===== src/rtl/spi_rx_word_fifo.sv =====
// Word FIFO between the SPI slave receiver and a valid/ready consumer.
// Tracks fill level, a sticky overflow flag and a saturating drop count.
module spi_rx_word_fifo #(
  parameter int DEPTH = 8,
  parameter int CNT_W = 16,
  localparam int AW = $clog2(DEPTH),
  localparam int LW = AW + 1
) (
  input  logic             i_Clk,
  input  logic             i_Rst,
  input  logic             i_RX_DV,
  input  logic [63:0]      i_RX_64Bit,
  input  logic             i_Flush,
  input  logic             i_Clr_Ovf,
  output logic             o_Valid,
  output logic [63:0]      o_Data,
  input  logic             i_Ready,
  output logic [LW-1:0]    o_Level,
  output logic             o_Full,
  output logic             o_Overflow,
  output logic [CNT_W-1:0] o_Drop_Count
);

  logic [63:0]      r_mem [DEPTH];
  logic [AW-1:0]    r_wr_ptr;
  logic [AW-1:0]    r_rd_ptr;
  logic [LW-1:0]    r_level;
  logic             r_ovf;
  logic [CNT_W-1:0] r_drops;

  logic w_valid;
  logic w_full;
  logic w_rd;
  logic w_wr;
  logic w_drop;

  assign w_valid = (r_level != '0);
  assign w_full  = (r_level == LW'(DEPTH));
  assign w_rd    = w_valid & i_Ready;
  // a same-cycle read frees the slot, so a full FIFO still accepts
  assign w_wr    = i_RX_DV & (~w_full | w_rd);
  assign w_drop  = i_RX_DV & w_full & ~w_rd & ~i_Flush;

  always_ff @(posedge i_Clk) begin
    if (w_wr && !i_Flush && !i_Rst)
      r_mem[r_wr_ptr] <= i_RX_64Bit;
  end

  always_ff @(posedge i_Clk) begin
    if (i_Rst || i_Flush) begin
      r_wr_ptr <= '0;
      r_rd_ptr <= '0;
      r_level  <= '0;
    end else begin
      if (w_wr)
        r_wr_ptr <= r_wr_ptr + 1'b1;
      if (w_rd)
        r_rd_ptr <= r_rd_ptr + 1'b1;
      unique case (1'b1)
        (w_wr & ~w_rd): r_level <= r_level + 1'b1;
        (w_rd & ~w_wr): r_level <= r_level - 1'b1;
        default:        r_level <= r_level;
      endcase
    end
  end

  // a drop in the clear cycle wins over the clear
  always_ff @(posedge i_Clk) begin
    if (i_Rst) begin
      r_ovf   <= 1'b0;
      r_drops <= '0;
    end else if (w_drop) begin
      r_ovf <= 1'b1;
      if (i_Clr_Ovf)
        r_drops <= CNT_W'(1);
      else if (r_drops != '1)
        r_drops <= r_drops + 1'b1;
    end else if (i_Clr_Ovf) begin
      r_ovf   <= 1'b0;
      r_drops <= '0;
    end
  end

  assign o_Valid      = w_valid;
  assign o_Data       = w_valid ? r_mem[r_rd_ptr] : 64'd0;
  assign o_Level      = r_level;
  assign o_Full       = w_full;
  assign o_Overflow   = r_ovf;
  assign o_Drop_Count = r_drops;

endmodule


===== config.mk =====
export PLATFORM = sky130hd
export DESIGN_NAME = spi_rx_word_fifo
export DESIGN_NICKNAME = d
export VERILOG_FILES = /design/src/rtl/spi_rx_word_fifo.sv
export SDC_FILE = /design/constraint.sdc
export NUM_CORES = 1
export LEC_CHECK = 0
export ABC_CLOCK_PERIOD_IN_PS = 11100
export CORE_ASPECT_RATIO = 0.8
export CORE_MARGIN = 5
export CORE_UTILIZATION = 55
export CTS_BUF_LIST = sky130_fd_sc_hd__clkbuf_8
export CTS_CLUSTER_SIZE = 8
export DETAILED_ROUTE_END_ITERATION = 10
export GPL_TIMING_DRIVEN = 1
export HOLD_SLACK_MARGIN = 0.05
export PLACE_DENSITY = 0.78
export SLEW_MARGIN = 20
export SYNTH_ARGS = -nofsm -noshare
export SYNTH_HDL_FRONTEND = slang
export SYNTH_SLANG_ARGS = --single-unit

===== constraint.sdc =====
create_clock -name i_Clk -period 11.1 [get_ports i_Clk]
set_input_delay 1.11 -clock i_Clk [delete_from_list [all_inputs] [get_ports i_Clk]]
set_output_delay 1.11 -clock i_Clk [all_outputs]
set_load 0.005 [all_outputs]

# Word level (Yosys, flattened, before mapping)
# Memory sizes are Yosys's and may differ from the RTL's. A register that Yosys moved wholly into a read port is not among the register bits.
# Index checks and enable logic that the tools add are counted.
# word_totals
inputBits	70
memories	1
rom_bits	0
latch_bits	0
mem_bits_rw	512
word_cells	47
ff_bits	27
# mem_list
memory	depth	width	rd	rd_ports_with_merged_regs	wr	line_no	text
r_mem	8	64	1	1	1	24	logic [63:0] r_mem [DEPTH];
# classes
eq_ne	2
bitwise	12
n_mux	12
reduce_logical	10
magnitude_cmp	0
n_mul	0
n_div	0
shift	0
n_addsub	5
# op_table
op	count
16-bit 2-to-1 mux	4
64-bit 2-to-1 mux	1
16-bit by 1-bit adder with 16-bit output, second input constant	1
16-bit != test, second input constant	1
4-bit case mux with 2 select lines	1
1-bit AND	7
3-bit by 1-bit adder with 3-bit output, second input constant	2
3-bit 2-to-1 mux	2
2-bit nonzero test	3
4-bit by 1-bit adder with 4-bit output, second input constant	1
4-bit equality test, second input constant	1
1-bit 2-to-1 mux	4
1-bit NOT	4
4-bit nonzero test	1
4-bit by 1-bit subtractor with 4-bit output, second input constant	1
1-bit logical AND	2
1-bit zero test	2
2-bit AND reduction	1
1-bit logical OR	1
1-bit OR	1

# Logic depth before layout (Yosys ltp)
# Gate-level depths: netlist of run 1.
# logic_depth
depth_word	8
mapped_depth	8

# Worst setup path after synthesis of run 1
# No wires, ideal clock.
# synth_path
path_type	input to register
startpoint	in i_Ready
endpoint	mem r_mem[0][0] (enable)
path_buffers	1
required_ps	10434
arrival_ps	8215
setup_ps	666
path_slack_ps	2219
cell_stages	3
cell_sequence	clkbuf_1 -> o21ai_2 -> nor4b_1
# synth_between
elab_chain_len	7
# synth_lines
item	line_no	text
from (decl)	17	input logic i_Ready,
1-bit AND	39	assign w_rd = w_valid & i_Ready;
1-bit OR	41	assign w_wr = i_RX_DV & (~w_full | w_rd);
1-bit AND	41	
1-bit logical AND (2 in a row)	45	if (w_wr && !i_Flush && !i_Rst)
1-bit 2-to-1 mux	45	
1-bit 2-to-1 mux (not written as such)	46	r_mem[r_wr_ptr] <= i_RX_64Bit;
to (decl)	24	
# Every way passes these cells.

==> results of run 1 <==
-- flip-flops by register name, indices dropped and copies added, names as in the netlist, named ones only --
register,cells
r_rd_ptr,3
o_Drop_Count,16
o_Level,4
r_mem,512
r_wr_ptr,3
o_Overflow,1
-- stage by stage --
stage	hold WS, ns	setup slack, ns	total power [mW]	instance area [sq um]	cells
2_1_floorplan	0.454	2.22	2.35	21000	999
3_3_place_gp	0.461	6.72	2.44	23100	1617
3_5_place_dp	0.466	6.68	2.44	23100	1617
4_1_cts	0.476	6.00	3.84	24500	1741
5_1_grt	0.504	5.91	3.94	24500	1741
6_report	0.472	6.34	3.79	24500	1741
-- logic make-up (layout without fill, tap and decap cells) --
group	Yosys count	count (layout)
AOI/OAI and AO/OA	46	46
xor gates and xnor gates	6	6
adders and majority gates	4	4
buffers and inverters	56	303
DFF	542	542
muxes	195	195
and+or+nand+nor	150	150
-- worst min-delay path: cells and delay by family (launching register included) --
| kind | cells | cell delay (ns) |
|---|---|---|
| compound gates | 1 | 0.06 |
| flops | 1 | 0.31 |
| simple gates | 1 | 0.05 |
-- metal layers --
layer | part of all wire | track usage
met3 | 0.051 | 0.0440
met1 | 0.42 | 0.275
met2 | 0.51 | 0.337
met4 | 0.016 | 0.0520
met5 | 0.00081 | 0
-- synth_stat cells, types with 3 or more instances --
cell      count  share of area
buf_1         6         0.0011
nand4_1       7         0.0021
nor2_1       76          0.014
nor4_1        5         0.0015
buf_2        15         0.0036
or4_1        10         0.0036
and4_1        4         0.0017
o31ai_1       9         0.0032
a21oi_1      17         0.0041
or3_1         3        0.00090
nand2_1      16         0.0029
edfxtp_1    512           0.73
nand3_1       5         0.0012
dfxtp_1      30          0.029
nor3_1        6         0.0014
and3_1        3        0.00090
xor2_1        5         0.0021
o21ai_0       4        0.00095
ha_1          4         0.0024
mux2i_1      67          0.032
inv_1         3        0.00054
clkbuf_1     29         0.0052
mux4_2      128           0.14
-- worst max-delay path by stage --
stage	startpoint	to	slack [ns]	depth (start not counted)
after detailed placement	register	o_Data[24]	6.68	5
after global placement	register	o_Data[24]	6.72	5
after floorplan	i_Ready	r_mem[0][0]$_DFFE_PP_	2.22	3
final	register	o_Data[48]	6.34	5
after global routing	register	o_Data[41]	5.91	5
after CTS	register	o_Data[24]	6.00	5
-- power by group through the flow --
| stage | registers (mW) | logic [mW] | clock network (mW) |
|---|---|---|---|
| floorplan | 2.29 | 0.0568 | 0 |
| detailed placement | 2.30 | 0.145 | 0 |
| CTS | 2.25 | 0.145 | 1.44 |
| global route | 2.25 | 0.155 | 1.53 |
| global placement | 2.29 | 0.142 | 0 |
| finish | 2.25 | 0.143 | 1.39 |
-- final cells by class --
cell class              count  area [sq um]
inverters                   4          27.5
clock buffers              86          1180
repair buffers            175          1710
well taps                 495           619
fillers                  2624         13500
flip-flops and latches    542         16000
clock inverters            38           169
multi-input cells         401          4790
==> impl_metrics.py, run 1 <==
metrics = {
    "power_and_ir_drop": {
        "p_seq_frac": 0.594,
        "vdd_drop_max_v": 0.000146,
        "sw_frac_of_total": 0.202,
        "pwr-share-comb": 0.038,
        "power_switching_mw": 0.766,
        "powerDensity_nw_per_um2": 155,
        "clock_power_share": 0.368,
        "p_leak_nw": 7.45,
        "intPower_mw": 3.02,
    },
    "global_route": {
        "grt_max_degree": 79,
        "grt_pass1_wl_um": 64400,
        "grt_use_total": 0.201,
        "grt_overflow": 0,
        "antenna_found_initial": 2,
        "grt_pass1_vias": 10800,
    },
    "setup_path": {
        "critPathKind": "reg -> out",
        "crit_family": "buffers and inverters",
        "crit_path_start_kind": "register",
        "worstPathRequired_ns": 9.99,
        "reg2regPathDepth": 4,
        "slowest_delay_ns": 0.85,
        "cp-end-kind": "output pin",
        "worst-path-buf-inv": 2,
        "worstPathMaxFanout": 42,
        "critPathArrivalTime_ns": 3.65,
        "cp_slowest_cell": "dfxtp_4",
        "worstReg2RegEnd": "r_mem[7][56]$_DFFE_PP_",
        "path_cells": "buf_4 > mux4_2 > mux2i_1 > nor2_1 > clkdlybuf4s50_1",
        "r2r_setup_slack_ns": 7.88,
        "r2r_start": "o_Level[0]$_SDFFE_PP0P_",
    },
    "floorplanning": {
        "die_height_um": 185,
        "die-area_sq_um": 42100,
        "row_count": 64,
        "core_area_sq_um": 38000,
        "start_util": 0.552,
        "die_w_um": 228,
        "io_pins": 157,
    },
    "cts": {
        "cts-buffers-inserted": 82,
        "cts_setup_buffers": 0,
        "clock_latency_ns": 0.61,
        "cts_tree": "built",
        "path_clk_slew_ns": 0.06,
        "cts.path.max_buffers": 3,
        "hold_buffers": 0,
        "root_buffer": "clkbuf_8",
        "cts_resized": 0,
        "cts.sinks": 542,
        "cts-htree-levels": 3,
    },
    "logic_synthesis": {
        "ys_types": 51,
        "synth_fa_ha_area_frac": 0.00239,
        "yosys.area_share.simple": 0.0368,
        "synth_compound_area_frac": 0.0147,
        "ys_warn_count": 0,
        "netlist_instances": 999,
        "synth_flop_cell": "edfxtp_1",
        "synth_mux_area_frac": 0.169,
        "syn_area_sq_um": 21000,
        "ys_seq_area_frac": 0.762,
        "synth-edff-count": 512,
        "syn_area_per_cell_sq_um": 21.0,
        "synth_top_family_by_area": "multiplexers",
        "async_flop_share": 0,
        "synth-xor-area-share": 0.00251,
        "synth_nets": 1073,
        "ys_ff_latch": 542,
    },
    "layout": {
        "antenna_cells": 0,
        "final_common_cell": "edfxtp_1",
        "syn_to_final_growth_pct": 16.8,
        "drive_above_1_share": 0.208,
        "fin_nets": 1280,
        "utilization": 0.645,
        "layout_common_cells": "512 x edfxtp_1, 156 x clkdlybuf4s50_1, 128 x mux4_2",
    },
    "route": {
        "ant_nets": 0,
        "wl_per_cell_um": 24.1,
        "detail_route.first_pass.iterations": 5,
        "vias": 10200,
        "first_iter_violations": 779,
        "route.detailed.drc": 0,
        "routed_wirelength_um": 41900,
        "post_drt_via_cell_ratio": 5.88,
    },
    "worst_hold_path": {
        "hold_class": "reg -> reg",
        "holdPathStages": 2,
        "min_from": "r_rd_ptr[1]$_SDFFE_PP0N_",
    },
    "flow_run": {
        "max-cap-violations": 0,
    },
    "timing": {
        "drv_slew": 0,
        "fin_worst_skew_ns": 0.0250,
        "slew-limit-headroom": 0.262,
        "rsz0062_at_grt": "no",
        "finalHoldViolCount": 0,
        "setup_viol": 0,
        "final.setup.tns_ns": 0,
        "worstMarginPinSlew_ns": 1.10,
        "fmax_ghz": 0.210,
        "min_period_ns": 4.76,
        "finalCritPeriodShare": 0.429,
    },
    "place": {
        "portBuffers": 156,
        "gp_congestion": 0.815,
        "place_hpwl_um": 22800,
    },
    "status": {
        "outcome": "finished clean",
    },
}
Power figures use the tool's default switching activity.
==> inputs of run 2 (changes only) <==
--- a/config.mk
+++ b/config.mk
@@ -5,7 +5,7 @@
 export SDC_FILE = /design/constraint.sdc
 export NUM_CORES = 1
 export LEC_CHECK = 0
-export ABC_CLOCK_PERIOD_IN_PS = 11100
+export ABC_CLOCK_PERIOD_IN_PS = 4980
 export CORE_ASPECT_RATIO = 0.8
 export CORE_MARGIN = 5
 export CORE_UTILIZATION = 55
==> constraint.sdc (replaced) <==
create_clock -name i_Clk -period 4.98 [get_ports i_Clk]
set_input_delay 0.498 -clock i_Clk [delete_from_list [all_inputs] [get_ports i_Clk]]
set_output_delay 0.498 -clock i_Clk [all_outputs]
set_load 0.005 [all_outputs]
==> impl_metrics.py, run 2 (same netlist as run 1, synthesis figures left out) <==
metrics = {
    "floorplanning": {
        "die_w_um": 228,
        "row_count": 64,
        "core_area_sq_um": 38000,
        "start_util": 0.552,
        "die-area_sq_um": 42100,
        "die_height_um": 185,
        "io_pins": 157,
    },
    "place": {
        "portBuffers": 156,
        "place_hpwl_um": 21800,
        "gp_congestion": 0.814,
    },
    "layout": {
        "fin_nets": 1280,
        "syn_to_final_growth_pct": 17.4,
        "largest_reg_flops": 512,
        "fill_cells": 2621,
        "top_register": "r_mem",
        "drive_above_1_share": 0.211,
        "layout_common_cells": "512 x edfxtp_1, 156 x clkdlybuf4s50_1, 128 x mux4_2",
        "final_common_cell": "edfxtp_1",
        "antenna_cells": 0,
    },
    "power_and_ir_drop": {
        "vdd_drop_max_v": 0.000220,
        "total_power_mw": 8.54,
        "power_switching_mw": 1.79,
        "p_leak_nw": 7.50,
        "powerDensity_nw_per_um2": 347,
        "clock_power_share": 0.375,
        "pwr-share-comb": 0.038,
        "p_seq_frac": 0.587,
        "sw_frac_of_total": 0.209,
        "intPower_mw": 6.75,
    },
    "flow_run": {
        "max-cap-violations": 0,
    },
    "cts": {
        "cts-buffers-inserted": 83,
        "hold_buffers": 0,
        "cts_resized": 0,
        "clock_latency_ns": 0.64,
        "cts.sinks": 542,
        "cts.path.max_buffers": 3,
        "cts_tree": "built",
        "cts-htree-levels": 3,
        "path_clk_slew_ns": 0.06,
        "root_buffer": "clkbuf_8",
        "cts_setup_buffers": 0,
    },
    "route": {
        "routed_wirelength_um": 40600,
        "wl_per_cell_um": 23.3,
        "detail_route.first_pass.iterations": 5,
        "first_iter_violations": 738,
        "vias": 10300,
        "route.detailed.drc": 0,
        "ant_nets": 0,
        "post_drt_via_cell_ratio": 5.89,
    },
    "timing": {
        "slew-limit-headroom": 0.267,
        "drv_slew": 0,
        "rsz0062_at_grt": "no",
        "finalCritPeriodShare": 0.729,
        "worstMarginPinSlew_ns": 1.10,
        "fin_worst_skew_ns": 0.0203,
        "fmax_ghz": 0.275,
        "finalHoldViolCount": 0,
        "setup_viol": 0,
        "final.setup.tns_ns": 0,
        "min_period_ns": 3.63,
        "timing.hold.ws_ns": 0.477,
    },
    "setup_path": {
        "worstPathMaxFanout": 41,
        "worstPathRequired_ns": 4.48,
        "cp_slowest_cell": "dfxtp_4",
        "critPathArrivalTime_ns": 3.13,
        "path_cells": "buf_4 > mux4_2 > mux2i_1 > nor2_1 > clkdlybuf4s50_1",
        "cp-end-kind": "output pin",
        "critPathKind": "reg -> out",
        "slowest_delay_ns": 0.75,
        "crit_path_start_kind": "register",
    },
    "global_route": {
        "grt_use_total": 0.194,
        "grt_overflow": 0,
        "grt_pass1_wl_um": 62400,
        "grt_pass1_vias": 10900,
        "grt_max_degree": 71,
        "antenna_found_initial": 3,
    },
    "worst_hold_path": {
        "hold_class": "reg -> reg",
    },
    "status": {
        "outcome": "finished clean",
    },
}
run 2: changes by cell type in the layout (fill, tap and decap cells not counted), sizes merged:
cell and delta:
clkinv +3, inv +3, buf -1, clkbuf -1, clkinvlp -1
run 2: worst paths after layout:
| check | endpoint | slack (ns) | depth (start not counted) | startpoint |
|---|---|---|---|---|
| hold / removal | o_Overflow$_SDFFE_PP0P_ | 0.48 | 2 | o_Overflow$_SDFFE_PP0P_ |
| setup / recovery | o_Data[18] | 1.35 | 5 | register |
| setup reg to reg | r_mem[5][44]$_DFFE_PP_ | 2.24 | 4 | o_Level[0]$_SDFFE_PP0P_ |
| hold reg to reg | o_Overflow$_SDFFE_PP0P_ | 0.48 | 2 | o_Overflow$_SDFFE_PP0P_ |
run 2: layer usage:
layer | up-vias | global-route usage | share of wire
met3 | 72 | 0.0431 | 0.054
met5 | - | 0 | 0.00084
li1 | 4545 | - | -
met2 | 282 | 0.323 | 0.50
met4 | 6 | 0.0585 | 0.020
met1 | 5365 | 0.263 | 0.42
run 2: area by class of cell:
type,instances,area (sq um),area share
inverter,4,27.5,0.00112
sequential,542,16000,0.650
tap,495,619,0.0252
clock buffer,85,1170,0.0475
clock inverter,43,229,0.00930
multi-input combinational,401,4820,0.196
timing repair buffer,174,1760,0.0715
run 2: metrics by stage:
step	area (sq um)	instances	worst slack [ns]	utilization
finish	24600	1744	1.35	0.648
global route	24600	1744	1.17	0.648
CTS	24600	1744	1.26	0.648
detailed placement	23200	1616	1.76	0.612
global placement	23200	1616	1.82	0.612
floorplan	21000	999	-1.01	-
run 2: critical path, delay by kind of cell (launching register included):
kind	cells	cell delay [ns]
multiplexers	2	0.63
buffers and inverters	2	1.00
flip-flops	1	0.75
AND/OR/NAND/NOR	1	0.07
run 2: power by group through the flow:
stage	logic, mW	registers (mW)	clock network [mW]
finish	0.322	5.02	3.20
global route	0.351	5.02	3.51
CTS	0.329	5.02	3.29
detailed placement	0.328	5.11	0
global placement	0.319	5.11	0
floorplan	0.127	5.11	0
